[config.mk]
export PLATFORM = sky130hd
export DESIGN_NAME = adsr_env
export DESIGN_NICKNAME = d
export VERILOG_FILES = /design/src/rtl/adsr_env.sv
export SDC_FILE = /design/constraint.sdc
export NUM_CORES = 1
export LEC_CHECK = 0
export CAP_MARGIN = 20
export CORE_UTILIZATION = 55
export DETAILED_ROUTE_END_ITERATION = 12
export GPL_ROUTABILITY_DRIVEN = 0
export PLACE_DENSITY = 0.82
export SYNTH_ARGS = -nofsm -noshare
export SYNTH_HDL_FRONTEND = slang
export SYNTH_SLANG_ARGS = --single-unit
[constraint.sdc]
create_clock -name clk -period 5.8 [get_ports clk]
set_clock_uncertainty 0.2 [all_clocks]
set_input_delay 1.45 -clock clk [delete_from_list [all_inputs] [get_ports clk]]
set_output_delay 1.45 -clock clk [all_outputs]
set_load 0.02 [all_outputs]
[src/rtl/adsr_env.sv]
// adsr_env: gate-driven ADSR envelope that steps once every PRESCALE clk cycles.
// Define ADSR_HARD_RETRIG_EN to zero env on retrigger; default build retriggers softly.
module adsr_env #(
    parameter int NBITS    = 10,
    parameter int PRESCALE = 1000
) (
    input  logic             clk,
    input  logic             rst_n,
    input  logic             gate,
    input  logic [NBITS-1:0] attack_rate,
    input  logic [NBITS-1:0] decay_rate,
    input  logic [NBITS-1:0] sustain_lvl,
    input  logic [NBITS-1:0] release_rate,
    output logic [NBITS-1:0] env,
    output logic [2:0]       state,
    output logic             busy
);
    localparam int               CNT_W    = (PRESCALE > 1) ? $clog2(PRESCALE) : 1;
    localparam logic [NBITS-1:0] ENV_MAX  = '1;
    localparam logic [CNT_W-1:0] CNT_LAST = CNT_W'(PRESCALE - 1);

    typedef enum logic [2:0] {
        IDLE    = 3'd0,
        ATTACK  = 3'd1,
        DECAY   = 3'd2,
        SUSTAIN = 3'd3,
        RELEASE = 3'd4
    } state_t;

    state_t           st_q;
    state_t           st_nxt;
    logic [NBITS-1:0] env_nxt;
    logic [CNT_W-1:0] cnt_q;
    logic             gate_q;
    logic             tick;
    logic             rise;
    logic             fall;

    // Saturating add: result clamps to ENV_MAX, so "result == ENV_MAX" marks the peak.
    function automatic logic [NBITS-1:0] sat_add(input logic [NBITS-1:0] a,
                                                 input logic [NBITS-1:0] b);
        logic [NBITS:0] s;
        s = {1'b0, a} + {1'b0, b};
        return (s >= {1'b0, ENV_MAX}) ? ENV_MAX : s[NBITS-1:0];
    endfunction

    // Signed subtract clamped to a floor; landing exactly on the floor marks phase end.
    function automatic logic [NBITS-1:0] sat_sub(input logic [NBITS-1:0] a,
                                                 input logic [NBITS-1:0] b,
                                                 input logic [NBITS-1:0] fl);
        logic signed [NBITS:0] d;
        d = $signed({1'b0, a}) - $signed({1'b0, b});
        return (d <= $signed({1'b0, fl})) ? fl : d[NBITS-1:0];
    endfunction

    assign tick  = (cnt_q == CNT_LAST);
    assign rise  = gate & ~gate_q;
    assign fall  = ~gate & gate_q;
    assign state = st_q;

    always_comb begin
        st_nxt  = st_q;
        env_nxt = env;
        if (rise) begin
            st_nxt = ATTACK;
`ifdef ADSR_HARD_RETRIG_EN
            env_nxt = '0;
`endif
        end else if (fall) begin
            if (st_q == ATTACK || st_q == DECAY || st_q == SUSTAIN)
                st_nxt = RELEASE;
        end else if (tick) begin
            case (st_q)
                ATTACK: begin
                    env_nxt = (attack_rate == '0) ? ENV_MAX : sat_add(env, attack_rate);
                    if (env_nxt == ENV_MAX)
                        st_nxt = DECAY;
                end
                DECAY: begin
                    env_nxt = (decay_rate == '0) ? sustain_lvl
                                                 : sat_sub(env, decay_rate, sustain_lvl);
                    if (env_nxt == sustain_lvl)
                        st_nxt = SUSTAIN;
                end
                SUSTAIN: env_nxt = sustain_lvl;
                RELEASE: begin
                    env_nxt = (release_rate == '0) ? '0 : sat_sub(env, release_rate, '0);
                    if (env_nxt == '0)
                        st_nxt = IDLE;
                end
                default: begin
                    st_nxt  = IDLE;
                    env_nxt = '0;
                end
            endcase
        end
    end

    always_ff @(posedge clk or negedge rst_n) begin
        if (!rst_n) begin
            gate_q <= 1'b0;
            cnt_q  <= '0;
            st_q   <= IDLE;
            env    <= '0;
            busy   <= 1'b0;
        end else begin
            gate_q <= gate;
            cnt_q  <= tick ? '0 : cnt_q + 1'b1;
            st_q   <= st_nxt;
            env    <= env_nxt;
            busy   <= (st_nxt != IDLE);
        end
    end

endmodule

# Word level (Yosys, flattened, before mapping)
# Cells that the tools add are included.
[word_totals]
reg_bits = 25
out_inout_bits = 14
elab_cells = 49
[op_classes]
addsub = 4
order_cmp = 3
n_eq_ne = 7
muxes = 16
bitwise = 6
reduce_logical = 8
[ops]
columns = ["op", "n"]
rows = [
  ["$mux 10", 7],
  ["$logic_not 10->1", 4],
  ["$pmux 10 s4", 1],
  ["$sub 10x10->11", 2],
  ["$mux 3", 7],
  ["$eq 10x10->1 const B", 2],
  ["$pmux 3 s4", 1],
  ["$add 10x10->11", 1],
  ["$ge 11x10->1 const B", 1],
  ["$le 11x1->1 const B", 1],
  ["$le 11x11->1", 1],
  ["$add 10x1->10 const B", 1],
  ["$eq 10x10->1", 1],
  ["$eq 3x2->1 const B", 2],
  ["$not 1->1", 4],
  ["$eq 3x1->1 const B", 1],
  ["$eq 3x3->1 const B", 1],
  ["$reduce_and 3->1", 1],
  ["$reduce_bool 3->1", 1],
  ["$and 1x1->1", 2],
  ["$logic_or 1x1->1", 2],
]

# Longest topological paths before layout
# Gate-level depths: netlist of run 1.
[logic_depth]
depth_word = 11
ltp_mapped = 18
mapped_depth_nobuf = 17

# Least setup slack after synthesis of run 1
# No wires, ideal clock.
[synth_timing]
path_kind = "in2reg"
from = "input port decay_rate[0]"
to = "register env[0]"
setup_time_ns = 0.126
t_arrival_ns = 4.878
required_ns = 5.474
slack_ns = 0.596
stages = 17
path_buffers = 1
path_cell_list = "ha_1 > inv_1 > fa_1 > a21oi_1 > o21ai_1 > a31o_2 > a211o_1 > ha_1 > a21o_1 > a211o_1 > a211oi_1 > a21oi_1 > nand3b_1 > buf_2 > mux2i_1 > o221ai_1 > a221o_1"
[synth_via]
elab_chain_cells = 5
elab_cells_between_ends = 6
classes_between = "add/sub (1); order compare (1); mux (3); reduce/logical (1)"
[synth_rtl]
columns = ["element", "line", "source"]
rows = [
  ["start, declared", "11", "input logic [NBITS-1:0] decay_rate,"],
  ["$sub 10x10->11", "52", "d = $signed({1'b0, a}) - $signed({1'b0, b});"],
  ["$le 11x11->1", "53", "return (d <= $signed({1'b0, fl})) ? fl : d[NBITS-1:0];"],
  ["$mux 10", "53", ""],
  ["$mux 10 *", "80", "env_nxt = (decay_rate == '0) ? sustain_lvl"],
  ["$pmux 10 s4 *", "73", "case (st_q)"],
  ["end signal, assigned", "110", "env <= env_nxt;"],
  ["end, declared", "14", "output logic [NBITS-1:0] env,"],
]
# Mark *: on every way between the ends. The rest lies on a longest branch, timed or not.
# A chain may end at the register's enable or synchronous reset.

# Worst setup path after layout of run 1
[layout_timing]
from = "input port decay_rate[0]"
to = "register env[1]"
# Same word-level chain as after synthesis.

==> qor.log, run 1 <==
INFO  run_status     outcome=finished clean
INFO  final_layout   drive_above_1_share=0.07173
INFO  clock_network  tritoncts.num_buffers=3
INFO  clock_network  cts_post_setup_buffers_inserted=0
INFO  route          dr.first_iter.drc_count=267
INFO  sta            maxSlewViolCount=0
INFO  yosys          netlist_instances=414
INFO  yosys          netlist.top_cell.by_area=sky130_fd_sc_hd__dfrtp_1
INFO  final_layout   most_common_library_cell_in_the_layout_ignoring_fill_and_taps=sky130_fd_sc_hd__clkdlybuf4s50_1
INFO  die            die_w=80.95um
INFO  yosys          syn-mean-instance-area=8.281um2
INFO  setup_path     worst_setup_path_end_kind=flop
INFO  min_path       worstHoldStart=cnt_q[0]
INFO  sta            max_slew_margin=0.4339
INFO  route          viasPerCell=6.526
INFO  job            cap_viol_max_count=0
INFO  sta            grt_setup_unrepaired=no
INFO  grt            global_route.usage.met2=0.5387
INFO  sta            timing_hold_violations_final=0
INFO  yosys          syn_area=0.003428mm2
INFO  setup_path     worst_r2r_path_depth=18
INFO  clock_network  clkSinkCount=25
INFO  route          drt_first_pass_iters=5
INFO  final_layout   final-seq-area=625.6um2
INFO  yosys          synthSimpleGateAreaFrac=0.1982
INFO  final_layout   nFillCells=485
INFO  die            die_area=0.006553mm2
INFO  sta            min_period_over_period=0.9738
INFO  final_layout   mostFrequentLayoutCells=sky130_fd_sc_hd__clkdlybuf4s50_1, sky130_fd_sc_hd__ha_1, sky130_fd_sc_hd__inv_1
INFO  route          post_detailed_route_drc_marker_count=0
INFO  clock_network  hold_fix_buffers_at_cts=0
INFO  route          drt.antenna.violating_nets=0
INFO  placed_design  portBuffers=56
INFO  sta            timing.final.crit_period=5.648ns
INFO  min_path       min_delay_path_depth=1
INFO  final_layout   final_util=0.7023
INFO  yosys          muxShareOfSynthArea=0.03248
INFO  route          via_count=3583
INFO  final_layout   nNetsFinal=564
INFO  grt            globalRoute.busiestLayer=met2
INFO  final_layout   combined_area_of_the_multi_input_logic_cells=0.002613mm2
INFO  route          route.final.wire_length=9917um
INFO  grt            met3_usage=0.05281
INFO  setup_path     critPathArrivalTime=5.60ns
INFO  pwr            netSwitchingPower=0.1554mW
INFO  yosys          synthesis.nets=503
INFO  yosys          async_reset_ff_frac=1.000
INFO  grt            antenna_found_initial=0
INFO  yosys          yosys.area_share.xor_xnor=0.09343
INFO  pwr            seq_power_share=0.390
INFO  die            start_util=0.5756
INFO  setup_path     cp_cell_sequence=clkdlybuf4s50_1 > ha_1 > inv_1 > fa_1 > a21oi_1 > o21ai_1 > a31o_2 > a211o_1 > ha_1 > a21o_1 > a211o_1 > a211oi_1 > a21oi_1 > nand3b_1 > buf_4 > mux2i_1 > o211ai_1 > a221o_1
INFO  die            io-pin-count=57
INFO  pwr            clockPowerShare=0.219
INFO  sta            fmax=0.1771GHz
INFO  yosys          synth-main-ff-cell=sky130_fd_sc_hd__dfrtp_1
INFO  pwr            power_leakage=1.988nW
INFO  grt            globalRouteMet1Util=0.3997
INFO  setup_path     worst_r2r_endpoint=env[1]
INFO  grt            grt_usage=0.3087
INFO  setup_path     timing.critical_path.buf_inv=3
INFO  clock_network  max-clock-path-buffers=2
INFO  placed_design  detailedPlacementHpwl=8021um
INFO  setup_path     start_kind=input port
INFO  setup_path     reg2reg_setup_slack=1.19ns
INFO  yosys          synthTopCellsByArea=sky130_fd_sc_hd__dfrtp_1, sky130_fd_sc_hd__ha_1, sky130_fd_sc_hd__xnor2_1
INFO  yosys          synth_compound_area_frac=0.2617
INFO  grt            first_pass_grt_wire_length=15770um
INFO  clock_network  tritoncts=built
INFO  setup_path     critPathMaxFanout=6
INFO  final_layout   num_antenna_cells=0
INFO  pwr            internal_power=0.3187mW
INFO  yosys          synth-adder-area-share=0.1745
INFO  pwr            power_density=113.3mW/mm2
INFO  clock_network  worst_setup_hold_path_clk_slew=0.09ns
INFO  final_layout   syn_to_final_growth=22.01%
INFO  yosys          synth_sequential_area_ratio=0.1825
INFO  min_path       worst_hold_path.endpoint=cnt_q[0]
INFO  die            floorplan.die.height=80.95um
INFO  yosys          synthesis.yosys.warnings=0
INFO  grt            global_route.overflow_total=0
INFO  setup_path     worst_path_largest_cell_delay=0.48ns
INFO  setup_path     crit_slowest_cell=sky130_fd_sc_hd__clkdlybuf4s50_1
INFO  sta            timing.final.setup_violations=0
INFO  pwr            worst_ir_drop_vdd=110.8uV
INFO  yosys          synth_edf_count=0
INFO  die            floorplan.rows=28
INFO  pwr            power.total=0.4740mW
INFO  yosys          synth_top_area_frac=0.1825
INFO  clock_network  cts-htree-levels=1
INFO  setup_path     crit_family=compound AO/OA/AOI/OAI gates
INFO  die            coreArea=0.005956mm2
INFO  setup_path     required=5.75ns
INFO  yosys          synth_seq_cells=25
INFO  yosys          synth.lib_cells_used.distinct=66
INFO  pwr            power.combinational.fraction=0.390
INFO  sta            tightest_slew=0.8427ns
INFO  yosys          synth_top_family_by_area=compound AO/OA/AOI/OAI gates
INFO  min_path       worst_hold_path_type=flop to flop
INFO  clock_network  postCtsResizedCells=0
INFO  setup_path     kind_of_critical_path=input port to flop
INFO  grt            largest_net_degree_at_the_start_of_global_routing=17
INFO  clock_network  cts_root_buffer=sky130_fd_sc_hd__clkbuf_8
INFO  sta            worst_hold_margin=0.2890ns
INFO  pwr            power.share.switching=0.3277
INFO  clock_network  clock_latency=0.26ns
INFO  route          post_drt_wl_per_cell=18.06um
INFO  grt            grt_pass1_vias=3335
INFO  setup_path     critical_path.reg2reg.startpoint=env[0]
worst register-to-register path, cell delays in order, from the launching register on:
cell and delay (ns):
sky130_fd_sc_hd__dfrtp_1 0.46, sky130_fd_sc_hd__inv_1 0.15, sky130_fd_sc_hd__ha_1 0.18, sky130_fd_sc_hd__inv_1 0.05
sky130_fd_sc_hd__fa_1 0.39, sky130_fd_sc_hd__a21oi_1 0.22, sky130_fd_sc_hd__o21ai_1 0.19, sky130_fd_sc_hd__a31o_2 0.28
sky130_fd_sc_hd__a211o_1 0.31, sky130_fd_sc_hd__ha_1 0.30, sky130_fd_sc_hd__a21o_1 0.20, sky130_fd_sc_hd__a211o_1 0.29
sky130_fd_sc_hd__a211oi_1 0.19, sky130_fd_sc_hd__a21oi_1 0.10, sky130_fd_sc_hd__nand3b_1 0.16, sky130_fd_sc_hd__buf_4 0.19
sky130_fd_sc_hd__mux2i_1 0.19, sky130_fd_sc_hd__o211ai_1 0.11, sky130_fd_sc_hd__a221o_1 0.34
sequential cells by signal (all words and copies together), names as in the netlist:
signal and flops:
cnt_q 10, env 10, state 3, busy 1, gate_q 1
logic make-up after synthesis:
kind of cell	count (synthesis)
AO/OA/AOI/OAI	122
XOR/XNOR	35
adder cells (fa/ha/maj)	46
buffers and inverters	50
flip-flops	25
multiplexers	11
AND/OR/NAND/NOR	125
synth_stat cells, types with 3 or more instances:
cell	n
sky130_fd_sc_hd__nand2b_1	4
sky130_fd_sc_hd__nor4_1	9
sky130_fd_sc_hd__inv_1	40
sky130_fd_sc_hd__a22o_1	6
sky130_fd_sc_hd__nand2_1	22
sky130_fd_sc_hd__mux2i_1	10
sky130_fd_sc_hd__a21o_1	11
sky130_fd_sc_hd__or3b_2	3
sky130_fd_sc_hd__ha_1	43
sky130_fd_sc_hd__dfrtp_1	25
sky130_fd_sc_hd__nor2_1	22
sky130_fd_sc_hd__o221ai_1	3
sky130_fd_sc_hd__a221oi_1	4
sky130_fd_sc_hd__a211o_1	4
sky130_fd_sc_hd__nor3_1	8
sky130_fd_sc_hd__a31o_2	3
sky130_fd_sc_hd__a211oi_1	8
sky130_fd_sc_hd__o31ai_1	3
sky130_fd_sc_hd__and2_1	3
sky130_fd_sc_hd__nand3_1	15
sky130_fd_sc_hd__or3_1	4
sky130_fd_sc_hd__nand4_1	7
sky130_fd_sc_hd__nor2b_1	7
sky130_fd_sc_hd__o21ai_0	17
sky130_fd_sc_hd__a221o_1	3
sky130_fd_sc_hd__and3_1	5
sky130_fd_sc_hd__o211ai_1	6
sky130_fd_sc_hd__clkbuf_1	7
sky130_fd_sc_hd__or4_1	3
sky130_fd_sc_hd__o21a_1	5
sky130_fd_sc_hd__a21oi_1	24
sky130_fd_sc_hd__fa_1	3
sky130_fd_sc_hd__xor2_1	16
sky130_fd_sc_hd__xnor2_1	18
power groups by stage:
| stage | sequential (mW) | combinational (mW) | clock (mW) |
|---|---|---|---|
| after detailed placement | 0.188 | 0.181 | 0 |
| after CTS | 0.185 | 0.182 | 0.102 |
| after floorplan | 0.187 | 0.109 | 0 |
| final | 0.185 | 0.185 | 0.104 |
| after global placement | 0.188 | 0.173 | 0 |
| after global routing | 0.186 | 0.202 | 0.109 |
final cells by class:
type,instances,area share
Timing Repair Buffer,66,0.1567
Clock buffer,4,0.01077
Multi-Input combinational cell,339,0.6246
Sequential cell,25,0.1496
Tap cell,75,0.02243
Inverter,40,0.03590
per-layer routing:
metal	share of wire	wire [um]
met3	0.092	917
met1	0.42	4199
met4	0.015	152
met2	0.47	4647
met5	0	0
per-stage QoR:
step / cells / instance area, um2 / worst slack (ns) / TNS [ns]
finish: 549 / 4183 / 0.1522 / 0
detailed placement: 545 / 4131 / -0.05236 / -0.08567
floorplan: 414 / 3428 / 0.5964 / 0
CTS: 549 / 4177 / 0.1712 / 0
global placement: 544 / 4104 / 0.07019 / 0
global route: 549 / 4183 / 0.01229 / 0
worst max-delay path by stage:
stage                        from     end  slack, ns  depth (start not counted)
floorplan           decay_rate[0]  env[0]       0.60                         17
global placement    decay_rate[0]  env[4]       0.07                         18
detailed placement  decay_rate[0]  env[1]      -0.05                         18
CTS                 decay_rate[0]  env[1]       0.17                         18
global route        decay_rate[0]  env[4]       0.01                         18
finish              decay_rate[0]  env[1]       0.15                         18
Power figures use the tool's default switching activity.
==> run 2, diff against run 1 <==
==> constraint.sdc (replaced) <==
create_clock -name clk -period 5.8 [get_ports clk]
set_clock_uncertainty 0.2 [all_clocks]
set_input_delay 1.16 -clock clk [delete_from_list [all_inputs] [get_ports clk]]
set_output_delay 1.16 -clock clk [all_outputs]
set_load 0.005 [all_outputs]
==> qor.log, run 2 (synthesized netlist as in run 1, its figures left out) <==
INFO  sta            timing.final.crit_period=5.451ns [was 5.648 ns]
INFO  die            die_area=0.006553mm2 [unchanged]
INFO  clock_network  clock_latency=0.28ns [was 0.26 ns]
INFO  sta            tightest_slew=0.9332ns [was 0.8427 ns]
INFO  placed_design  detailedPlacementHpwl=7833um [was 8021 um]
INFO  final_layout   final_cells=544 [was 549]
INFO  pwr            worst_ir_drop_vdd=101.8uV [was 110.8 uV]
INFO  route          top_layer=met4 [unchanged]
INFO  route          drt.antenna.violating_nets=0 [unchanged]
INFO  route          via_count=3560 [was 3583]
INFO  placed_design  placed_cells=539 [was 545]
INFO  final_layout   nNetsFinal=559 [was 564]
INFO  setup_path     critPathMaxFanout=6 [unchanged]
INFO  die            io-pin-count=57 [unchanged]
INFO  final_layout   num_antenna_cells=0 [unchanged]
INFO  job            cap_viol_max_count=0 [unchanged]
INFO  pwr            power.combinational.fraction=0.379 [was 0.390]
INFO  sta            timing_hold_violations_final=0 [unchanged]
INFO  final_layout   syn_to_final_growth=20.40% [was 22.01%]
INFO  final_layout   most_common_library_cell_in_the_layout_ignoring_fill_and_taps=sky130_fd_sc_hd__clkdlybuf4s50_1 [unchanged]
INFO  clock_network  tritoncts=built [unchanged]
INFO  route          post_detailed_route_drc_marker_count=0 [unchanged]
INFO  setup_path     worst_setup_path_end_kind=flop [unchanged]
INFO  route          length_of_routed_met2_wiring=4411um [was 4647 um]
INFO  die            floorplan.die.height=80.95um [unchanged]
INFO  clock_network  tritoncts.num_buffers=3 [unchanged]
INFO  grt            global_route.overflow_total=0 [unchanged]
INFO  clock_network  hold_fix_buffers_at_cts=0 [unchanged]
INFO  route          route.final.wire_length=9768um [was 9917 um]
INFO  clock_network  max-clock-path-buffers=2 [unchanged]
INFO  route          route.met3.wl=944um [was 917 um]
INFO  route          route.layer.met1.wl=3944um [was 4199 um]
INFO  pwr            clockPowerShare=0.227 [was 0.219]
INFO  clock_network  worst_setup_hold_path_clk_slew=0.09ns [about the same]
INFO  final_layout   mostFrequentLayoutCells=sky130_fd_sc_hd__clkdlybuf4s50_1, sky130_fd_sc_hd__ha_1, sky130_fd_sc_hd__inv_1 [unchanged]
INFO  setup_path     reg2reg_setup_slack=1.09ns [was 1.19 ns]
INFO  grt            first_pass_grt_wire_length=15570um [was 15770 um]
INFO  grt            grt_pass1_vias=3326 [was 3335]
INFO  sta            grt_setup_unrepaired=no [unchanged]
INFO  final_layout   drive_above_1_share=0.06183 [was 0.07173]
INFO  sta            min_period_over_period=0.9398 [was 0.9738]
INFO  pwr            power_leakage=1.962nW [was 1.988 nW]
INFO  route          dr.first_iter.drc_count=265 [was 267]
INFO  min_path       worst_hold_path_type=flop to flop [unchanged]
INFO  route          post_drt_wl_per_cell=17.96um [was 18.06 um]
INFO  setup_path     start_kind=input port [unchanged]
INFO  setup_path     critPathArrivalTime=5.42ns [was 5.60 ns]
INFO  pwr            seq_power_share=0.395 [was 0.390]
INFO  pwr            internal_power=0.3152mW [was 0.3187 mW]
INFO  clock_network  postCtsResizedCells=0 [unchanged]
INFO  route          viasPerCell=6.544 [was 6.526]
INFO  grt            grt_usage=0.3100 [was 0.3087]
INFO  die            die_w=80.95um [unchanged]
INFO  clock_network  cts_root_buffer=sky130_fd_sc_hd__clkbuf_8 [unchanged]
INFO  route          drt_first_pass_iters=5 [unchanged]
INFO  pwr            power_density=113.4mW/mm2 [was 113.3 mW/mm2]
INFO  setup_path     kind_of_critical_path=input port to flop [unchanged]
INFO  grt            largest_net_degree_at_the_start_of_global_routing=26 [was 17]
INFO  clock_network  clkSinkCount=25 [unchanged]
INFO  pwr            power.total=0.4680mW [was 0.4740 mW]
INFO  sta            max_slew_margin=0.3700 [was 0.4339]
INFO  setup_path     required=5.77ns [was 5.75 ns]
INFO  sta            setup_total_negative_slack=0ns [unchanged]
INFO  clock_network  cts-htree-levels=1 [unchanged]
INFO  sta            maxSlewViolCount=0 [unchanged]
INFO  pwr            netSwitchingPower=0.1527mW [was 0.1554 mW]
INFO  die            floorplan.rows=28 [unchanged]
INFO  die            coreArea=0.005956mm2 [unchanged]
INFO  die            start_util=0.5756 [unchanged]
INFO  sta            fmax=0.1835GHz [was 0.1771 GHz]
INFO  pwr            power.share.switching=0.3263 [was 0.3277]
INFO  placed_design  portBuffers=56 [unchanged]
INFO  sta            timing.final.setup_violations=0 [unchanged]
INFO  run_status     outcome=finished clean [unchanged]
INFO  grt            antenna_found_initial=0 [unchanged]
INFO  clock_network  cts_post_setup_buffers_inserted=0 [unchanged]
[run 2: worst paths after layout]
path                                from  endpoint  cells after the start
setup / recovery           decay_rate[0]    env[0]                     18
hold / removal                  cnt_q[0]  cnt_q[0]                      1
setup reg to reg                  env[0]    env[0]                     18
hold reg to reg                 cnt_q[0]  cnt_q[0]                      1
max in group asynchronous          rst_n  cnt_q[1]                      2
min in group asynchronous          rst_n  state[2]                      1
[run 2: area by class of cell]
class	count	area (um2)
multi-input cells	339	2606
fillers	476	1828
flip-flops and latches	25	625.6
repair buffers	61	605.6
inverters	40	150.1
well taps	75	93.84
clock buffers	3	41.29
clock inverters	1	5.005
[run 2: layer usage]
layer,global-route usage,vias to the layer above
met3,0.06629,48
li1,-,1671
met2,0.5151,187
met1,0.3795,1654
met5,0,-
met4,0.1464,0
[run 2: metrics by stage]
step / setup slack [ns] / cell area [um2] / hold slack (ns) / util
6_report: 0.3491 / 4128 / 0.2866 / 0.6931
4_1_cts: 0.3952 / 4113 / 0.2904 / 0.6905
2_1_floorplan: 0.8863 / 3428 / 0.2479 / -
5_1_grt: 0.004323 / 4128 / 0.3255 / 0.6931
3_3_place_gp: 0.2704 / 4066 / 0.2728 / 0.6828
3_5_place_dp: 0.09603 / 4066 / 0.2785 / 0.6828
[run 2: power by group through the flow]
stage	combinational [mW]	clock, mW	sequential [mW]
3_3_place_gp	0.168	0	0.188
5_1_grt	0.195	0.115	0.186
6_report	0.177	0.106	0.185
4_1_cts	0.174	0.108	0.185
3_5_place_dp	0.173	0	0.188
2_1_floorplan	0.109	0	0.183
[run 2: worst max-delay path: stages]
cell and delay [ns]:
sky130_fd_sc_hd__clkdlybuf4s50_1 0.49, sky130_fd_sc_hd__ha_1 0.17, sky130_fd_sc_hd__inv_1 0.05, sky130_fd_sc_hd__fa_1 0.39
sky130_fd_sc_hd__a21oi_1 0.29, sky130_fd_sc_hd__o21ai_1 0.20, sky130_fd_sc_hd__a31o_2 0.28, sky130_fd_sc_hd__a211o_1 0.35
sky130_fd_sc_hd__ha_1 0.31, sky130_fd_sc_hd__a21o_1 0.20, sky130_fd_sc_hd__a211o_1 0.28, sky130_fd_sc_hd__a211oi_1 0.18
sky130_fd_sc_hd__a21oi_1 0.09, sky130_fd_sc_hd__nand3b_1 0.12, sky130_fd_sc_hd__buf_4 0.18, sky130_fd_sc_hd__mux2i_1 0.19
sky130_fd_sc_hd__o221ai_1 0.13, sky130_fd_sc_hd__a221o_1 0.35
